[src/rtl/usb_utmi_rx.sv]
// UTMI receive front-end: SYNC hunt, NRZI decode, bit unstuff,
// LSB-first byte assembly, EOP and line-error detection.
package usb_utmi_pkg;

  typedef enum logic [1:0] {
    UTMI_LS_SE0 = 2'b00,
    UTMI_LS_DJ  = 2'b01,
    UTMI_LS_DK  = 2'b10,
    UTMI_LS_SE1 = 2'b11
  } utmi_line_state_t;

  typedef enum logic [1:0] {
    UTMI_OM_NORMAL  = 2'b00,
    UTMI_OM_NONDRV  = 2'b01,
    UTMI_OM_DISABLE = 2'b10,
    UTMI_OM_RSVD    = 2'b11
  } utmi_op_mode_t;

  typedef logic [7:0] bus8_t;

  typedef utmi_line_state_t [7:0] ls_hist_t;

  // Index 0 is the newest symbol: wire order K J K J K J K K
  localparam logic [15:0] USB_SYNC_PATTERN = {
    2'b10, 2'b01, 2'b10, 2'b01,
    2'b10, 2'b01, 2'b10, 2'b10
  };

  localparam logic [2:0] USB_STUFF_BITS_N = 3'd6;

endpackage

module usb_utmi_rx
  import usb_utmi_pkg::*;
(
  input  logic             clk,
  input  logic             rst,
  input  utmi_line_state_t line_state,
  input  logic             line_state_en,
  input  utmi_op_mode_t    op_mode,
  input  logic             tx_active,
  output logic             rx_active,
  output logic             rx_valid,
  output bus8_t            rx_data,
  output logic             rx_error
);

  typedef enum logic [2:0] {
    S_IDLE,
    S_RX,
    S_EOP1,
    S_EOP2,
    S_ERR,
    S_WAITJ
  } state_t;

  state_t           state_q, state_d;
  ls_hist_t         hist_q, hist_d, hist_sh;
  utmi_line_state_t prev_q, prev_d;
  logic [2:0]       ones_q, ones_d;
  logic [2:0]       bcnt_q, bcnt_d;
  bus8_t            byte_q, byte_d;
  logic             act_q, act_d;
  logic             vld_q, vld_d;
  bus8_t            data_q, data_d;
  logic             err_q, err_d;

  logic block;
  logic is_j, is_k, is_se0;
  logic dbit, sync_hit, stuff_pos;

  assign block  = tx_active
                | (op_mode == UTMI_OM_DISABLE);
  assign is_j   = (line_state == UTMI_LS_DJ);
  assign is_k   = (line_state == UTMI_LS_DK);
  assign is_se0 = (line_state == UTMI_LS_SE0);
  assign dbit   = (line_state == prev_q);
  assign stuff_pos = (ones_q == USB_STUFF_BITS_N);

  always_comb begin
    hist_sh[0] = line_state;
    for (int i = 1; i < 8; i++) begin
      hist_sh[i] = hist_q[i-1];
    end
  end

  assign sync_hit = (hist_sh == USB_SYNC_PATTERN);

  always_ff @(posedge clk) begin
    if (rst) begin
      state_q <= S_IDLE;
      for (int i = 0; i < 8; i++) begin
        hist_q[i] <= UTMI_LS_DJ;
      end
      prev_q <= UTMI_LS_SE0;
      ones_q <= '0;
      bcnt_q <= '0;
      byte_q <= '0;
      act_q  <= 1'b0;
      vld_q  <= 1'b0;
      data_q <= '0;
      err_q  <= 1'b0;
    end else begin
      state_q <= state_d;
      hist_q  <= hist_d;
      prev_q  <= prev_d;
      ones_q  <= ones_d;
      bcnt_q  <= bcnt_d;
      byte_q  <= byte_d;
      act_q   <= act_d;
      vld_q   <= vld_d;
      data_q  <= data_d;
      err_q   <= err_d;
    end
  end

  always_comb begin
    state_d = state_q;
    if (block) begin
      state_d = S_IDLE;
    end else if (line_state_en) begin
      unique case (state_q)
        S_IDLE: begin
          if (sync_hit) state_d = S_RX;
        end
        S_RX: begin
          if (is_j || is_k) begin
            if (stuff_pos && dbit) state_d = S_ERR;
          end else if (is_se0) begin
            state_d = S_EOP1;
          end else begin
            state_d = S_ERR;
          end
        end
        S_EOP1: begin
          state_d = is_se0 ? S_EOP2 : S_ERR;
        end
        S_EOP2: begin
          if (is_j) state_d = S_IDLE;
          else if (!is_se0) state_d = S_ERR;
        end
        S_ERR: begin
          state_d = S_WAITJ;
        end
        S_WAITJ: begin
          if (is_j) state_d = S_IDLE;
        end
        default: state_d = S_IDLE;
      endcase
    end
  end

  always_comb begin
    hist_d = hist_q;
    prev_d = prev_q;
    ones_d = ones_q;
    bcnt_d = bcnt_q;
    byte_d = byte_q;
    act_d  = act_q;
    vld_d  = 1'b0;
    data_d = data_q;
    err_d  = 1'b0;
    if (block) begin
      for (int i = 0; i < 8; i++) begin
        hist_d[i] = UTMI_LS_DJ;
      end
      act_d = 1'b0;
    end else if (line_state_en) begin
      act_d = (state_d == S_RX)
            | (state_d == S_EOP1)
            | (state_d == S_EOP2);
      err_d = (state_d == S_ERR);
      if (state_q == S_IDLE) begin
        hist_d = hist_sh;
        if (sync_hit) begin
          for (int i = 0; i < 8; i++) begin
            hist_d[i] = UTMI_LS_DJ;
          end
          prev_d = UTMI_LS_DK;
          ones_d = 3'd1;
          bcnt_d = '0;
        end
      end else if (state_q == S_RX && (is_j || is_k)) begin
        prev_d = line_state;
        if (stuff_pos) begin
          if (!dbit) ones_d = '0;
        end else begin
          byte_d = {dbit, byte_q[7:1]};
          ones_d = dbit ? ones_q + 3'd1 : '0;
          bcnt_d = bcnt_q + 3'd1;
          if (bcnt_q == 3'd7) begin
            vld_d  = 1'b1;
            data_d = byte_d;
          end
        end
      end else if (state_q == S_WAITJ && is_j) begin
        for (int i = 0; i < 8; i++) begin
          hist_d[i] = UTMI_LS_DJ;
        end
      end
    end
  end

  assign rx_active = act_q;
  assign rx_valid  = vld_q;
  assign rx_data   = data_q;
  assign rx_error  = err_q;

endmodule
[config.mk]
export PLATFORM = sky130hd
export DESIGN_NAME = usb_utmi_rx
export DESIGN_NICKNAME = d
export VERILOG_FILES = /design/src/rtl/usb_utmi_rx.sv
export SDC_FILE = /design/constraint.sdc
export NUM_CORES = 1
export LEC_CHECK = 0
export BUFFER_PORTS_ARGS = -buffer_cell sky130_fd_sc_hd__buf_2
export CAP_MARGIN = 20
export CORE_MARGIN = 4
export CORE_UTILIZATION = 57
export DETAILED_ROUTE_END_ITERATION = 10
export PLACE_DENSITY = 0.77
export SYNTH_ARGS = -nofsm -noshare
export SYNTH_HDL_FRONTEND = slang
export SYNTH_SLANG_ARGS = --single-unit
[constraint.sdc]
create_clock -name clk -period 2.5 [get_ports clk]
set_clock_uncertainty 0.1 [all_clocks]
set_input_delay 0.125 -clock clk [delete_from_list [all_inputs] [get_ports clk]]
set_output_delay 0.125 -clock clk [all_outputs]
set_load 0.01 [all_outputs]
==> Yosys cells after proc, flatten, opt, wreduce, memory -nomap -nowiden <==
Index checks and enable logic that the tools add are counted.
{ "totals": {"elab_cells": 92, "regBits": 44, "input_bits": 8} }
{ "op_classes": {"eq_ne": 20, "n_reduce_logical": 17, "muxes": 29, "n_bitwise": 8, "addsub": 2} }
{ "ops": {"columns": ["op", "count"], "rows": [
  ["2-to-1 mux 3 bit", 20],
  ["2-to-1 mux 14 bit", 4],
  ["one-hot mux 3 bit (6 select lines)", 1],
  ["equality test 16 bit (second input constant)", 1],
  ["equality test 3 bit (second input constant)", 5],
  ["AND reduction 5 bit", 3],
  ["equality test 3 x 2 -> 1 bit (second input constant)", 4],
  ["adder 3 x 1 -> 3 bit (second input constant)", 2],
  ["equality test 3 x 1 -> 1 bit (second input constant)", 2],
  ["2-to-1 mux 2 bit", 3],
  ["AND reduction 6 bit", 1],
  ["OR reduction 6 bit", 1],
  ["NOT 1 bit", 5],
  ["equality test 2 bit (second input constant)", 2],
  ["!= test 2 bit (second input constant)", 2],
  ["AND reduction 4 bit", 1],
  ["nonzero test 2 bit", 2],
  ["logical AND 1 bit", 3],
  ["zero test 3 bit", 1],
  ["!= test 3 x 2 -> 1 bit (second input constant)", 1],
  ["bitwise OR 1 bit", 3],
  ["AND reduction 3 bit", 1],
  ["OR reduction 3 bit", 1],
  ["equality test 2 x 1 -> 1 bit (second input constant)", 1],
  ["6 further kinds", 6]
]} }

==> Depth between registers and ports, before layout <==
{ "logic_depth": {"word_depth": 10, "ltp_mapped": 8, "mapped_depth_nobuf": 7} }

==> Worst setup path before layout <==
OpenSTA, ideal clock, no wires.
{ "synth_timing": {"path_kind": "input port to flip-flop", "start": "input port line_state[0]", "end": "register bcnt_q[2]", "slack_ps": 452, "path_buffers": 1, "path_stages": 8, "t_required_ps": 2333, "arrival_ps": 1881, "path_cell_list": "inv_1 ha_1 nand4bb_4 or4b_4 nor3_4 buf_6 nand2_1 a21oi_2"} }
{ "synth_via": {"elab_chain_len": 5} }
{ "synth_lines": {"columns": ["element", "line", "source"], "rows": [
  ["from (decl)", "38", "input utmi_line_state_t line_state,"],
  ["parallel branches: the longest is 4 deep, another holds equality test 16 bit", null, null],
  ["AND reduction 5 bit (no source line) (*)", null, null],
  ["to (signal assigned)", "108", "bcnt_q <= bcnt_d;"],
  ["to (decl)", "61", "logic [2:0] bcnt_q, bcnt_d;"]
]} }
Mark *: on every way between the ends.
A chain may end at the register's enable or synchronous reset.

==> Worst setup path in the final report <==
{ "layout_timing": {"start": "input port line_state[0]", "end": "register data_q[2], in the netlist rx_data[2]"} }
{ "layout_via": {"elab_chain_len": 4} }
{ "layout_lines": {"columns": ["element", "line", "source"], "rows": [
  ["equality test 2 x 1 -> 1 bit / equality test 2 bit (equally long branches)", "74, 75", null],
  ["logical OR 1 bit (*)", "183", "end else if (state_q == S_RX && (is_j || is_k)) begin"],
  ["logical AND 1 bit (*)", "183", null],
  ["AND reduction 6 bit (no source line) (*)", null, null],
  ["to (signal assigned)", "112", "data_q <= data_d;"],
  ["to (decl)", "65", "bus8_t data_q, data_d;"]
]} }
Mark *: on every way between the ends. The rest lies on a longest branch, timed or not.

==> results.json <==
{
  "crit_path_max_incr_delay_ns": 0.60,
  "dpl.cell_count": 267,
  "p_per_area_nw_per_um2": 588,
  "setup_viol_count_final": 0,
  "synthCells": 212,
  "pwr-share-comb_pct": 5.6,
  "synthToLayoutAreaGrowth_pct": 12.9,
  "met1_usage_pct": 27.5,
  "cts_tree": "done",
  "worstMarginPinSlew_ns": 0.718,
  "core_area_um2": 3150,
  "fin_cells": 277,
  "status": "complete, no violations",
  "grt_pass1_wl_um": 7040,
  "cp_cell_sequence": "dlygate4sd3_1 -> buf_2 -> inv_1 -> ha_4 -> nand4bb_4 -> or4b_4 -> nor3_4 -> buf_6 -> nand3_1 -> a21oi_1",
  "clk_latency_ns": 0.35,
  "ys_types": 44,
  "drc": 0,
  "grt_pass1_vias": 1491,
  "yosysWarnings": 0,
  "ys_seq_area_share_pct": 44.2,
  "fmax_mhz": 415,
  "setup_ws_ns": 0.0930,
  "irDropWorstVdd_mv": 0.455,
  "via_per_inst": 5.84,
  "arrival_ns": 2.60,
  "min_period_ns": 2.41,
  "path_buf_inv": 4,
  "synth_nets": 227,
  "fin_nets": 247,
  "cts_max_level": 2,
  "hold_path_depth": 2,
  "nFillCells": 269,
  "die_area_um2": 4410,
  "seqPwrFrac_pct": 53.5,
  "die_h_um": 66.4,
  "slew_violations": 0,
  "cp_max_fo": 17,
  "grt_max_degree": 26,
  "p_clk_share_pct": 40.9,
  "syn_area_um2": 1950,
  "crit_path_end_kind": "register",
  "period_share_pct": 96.3,
  "critical_path.startpoint_type": "input port",
  "clock_path_buffers": 2,
  "drt-initial-drc-count": 147,
  "busiest_layer": "met2",
  "p_switching_uw": 267,
  "port_buffers": 18,
  "grt_use_met2_pct": 31.8,
  "cts_setup_buffers": 0,
  "globalplace.congestion": 0.928,
  "r2r_cells": 6,
  "critPathTopFamily": "simple AND/OR/NAND/NOR gates",
  "vias": 1618,
  "crit_slowest_cell": "or4b_4",
  "rows": 20,
  "clockRootBuffer": "clkbuf_4",
  "route.antenna.remaining_nets": 0,
  "grt_use_met3_pct": 4.42,
  "place_area_um2": 2060,
  "path_class": "input port to register",
  "n_antenna_cell": 0,
  "die_width_um": 66.4,
  "switching_share_pct": 20.6,
  "wire_per_inst_um": 14.9,
  "whs_ns": 0.0398,
  "drive_gt1_share_pct": 18.0,
  "io_pins": 19,
  "antenna_found_initial": 0,
  "required_ns": 2.69,
  "gr-total-overflow": 0,
  "setup_tns_ns": 0,
  "relSlewSlack_pct": 51.8,
  "min_path_type": "input port to register",
  "p_int_uw": 1030,
  "start_util_pct": 61.7,
  "grt_setup_unrepaired": "false",
  "dr.pass1.iters": 4,
  "drv_cap": 0,
  "path_clk_slew_ns": 0.12,
  "power.leakage_uw": 0.000812,
  "wirelength_um": 4120,
  "pre_cts_ws_ns": 0.208,
  "design_area_um2": 2200,
  "numCtsBuffers": 5,
  "ys_ff_latch": 43,
  "grt_usage_pct": 20.7,
  "final_hold_viol_count": 0,
  "path_depth": 10,
  "avgSynthCellArea_um2": 9.18,
  "clkSinkCount": 43,
  "place_hpwl_um": 2970
}
## path summary, 6_finish.rpt
path                                 from                       to  slack [ns]
hold / removal              line_state_en    state_q[0]$_SDFF_PP0_        0.04
hold reg to reg   rx_data[1]$_SDFFE_PP0P_  rx_data[1]$_SDFFE_PP0P_        0.36
setup reg to reg    state_q[1]$_SDFF_PP0_  rx_data[2]$_SDFFE_PP0P_        0.41
setup / recovery            line_state[0]  rx_data[2]$_SDFFE_PP0P_        0.09
## routing by layer
| layer | routed length [um] | vias to the layer above |
|---|---|---|
| li1 | - | 809 |
| met5 | 0 | - |
| met2 | 1920 | 43 |
| met3 | 198 | 9 |
| met4 | 83 | 0 |
| met1 | 1920 | 757 |
## stage by stage
step | power, uW | util [%]
after floorplan | 751 | -
after global placement | 769 | 65.3
after detailed placement | 771 | 65.3
after CTS | 1300 | 69.2
after global routing | 1350 | 69.7
final | 1290 | 69.7
## cell families after synthesis
logic type | share of synthesized area (%)
buffers and inverters | 3.54
and+or+nand+nor | 28.2
AOI/OAI and AO/OA | 17.6
DFF | 44.2
adders and majority gates | 4.50
xor gates and xnor gates | 0.900
muxes | 1.03
## synth_stat cells (all sizes together)
cell type  count  share of area, %
a31o           1              0.45
and4           1              0.45
nor3b          5               1.9
o21ai          6               1.5
o21a           1              0.39
a2bb2oi        1              0.45
ha             7               4.5
nor2          13               2.5
nor2b          1              0.32
nand4          3              0.96
and2           3              0.96
a31oi          1              0.32
buf            2               1.2
nor4bb         2               1.0
o22a           6               2.7
or4b           1              0.71
a211o          1              0.45
nor3           7               2.4
inv            4              0.77
a211oi         4               1.5
nand2         28               5.5
nand4bb        1               1.4
or3b           3               1.4
nand2b         2              0.64
a21oi         20               5.7
and4b          1              0.51
mux2i          2               1.0
nand3         13               3.6
nor4           2              0.64
a22o           7               3.2
o31ai          1              0.39
clkbuf         8               1.6
or3            3              0.96
xor2           2              0.90
nand3b         4               1.5
dfxtp         43                44
nor4b          1              0.77
a32oi          1              0.45
## power groups by stage
stage          Clock (uW)  Sequential, uW  Combinational [uW]
2_1_floorplan           0             705                46.0
3_3_place_gp            0             706                62.8
3_5_place_dp            0             706                64.3
5_1_grt               580             692                79.1
6_report              529             691                72.5
4_1_cts               544             691                67.6
## state kept, by name, summed over array words and instances (netlist names)
register,count
bcnt_q,3
byte_q,7
hist_q,14
ones_q,3
prev_q,2
rx_active,1
rx_data,8
rx_error,1
rx_valid,1
state_q,3
## what timing repair did
| item | 4_1_cts | 5_1_grt |
|---|---|---|
| hold buffers | 2 | 0 |
| gates resized for setup | 0 | 2 |
| hold endpoints to repair | 3 | 0 |
| endpoints found under the setup margin | 0 | 17 |
## worst reg2reg max path: stages (launching register included)
cell	delay, ns
dfxtp_1	0.41
nand4bb_4	0.29
or4b_4	0.60
nor3_4	0.20
buf_6	0.18
nand3_1	0.11
a21oi_1	0.13
## area by class of cell
class                      instances  area (um2)  area share, %
clock buffer                       6        41.3           1.88
clock inverter                     2        60.1           2.73
inverter                           4        15.0          0.683
multi-input combinational        155        1030           46.8
sequential                        43         861           39.2
tap                               44        55.1           2.51
timing repair buffer              23         136           6.21
## cells in the final DEF (no fill, tap or decap), types with 2 or more instances in the layout
cell,Yosys,final
dfxtp_1,43,43
nand2_1,27,27
buf_2,0,18
a21oi_1,17,17
nor2_1,13,13
nand3_1,12,12
a22o_1,7,7
nor3_1,6,6
o21ai_0,6,6
o22a_1,6,6
ha_1,7,6
nor3b_1,5,5
clkbuf_4,0,5
inv_1,4,4
a211oi_1,4,4
nand3b_1,4,4
or3_1,3,3
nand4_1,3,3
or3b_2,3,3
a21oi_2,3,3
and2_1,2,2
xor2_1,2,2
nand2b_1,2,2
nor4bb_1,2,2
nor4_1,2,2
mux2i_1,2,2
bufinv_16,0,2
dlygate4sd3_1,0,2
buf_4,0,2
Power figures use the tool's default switching activity.
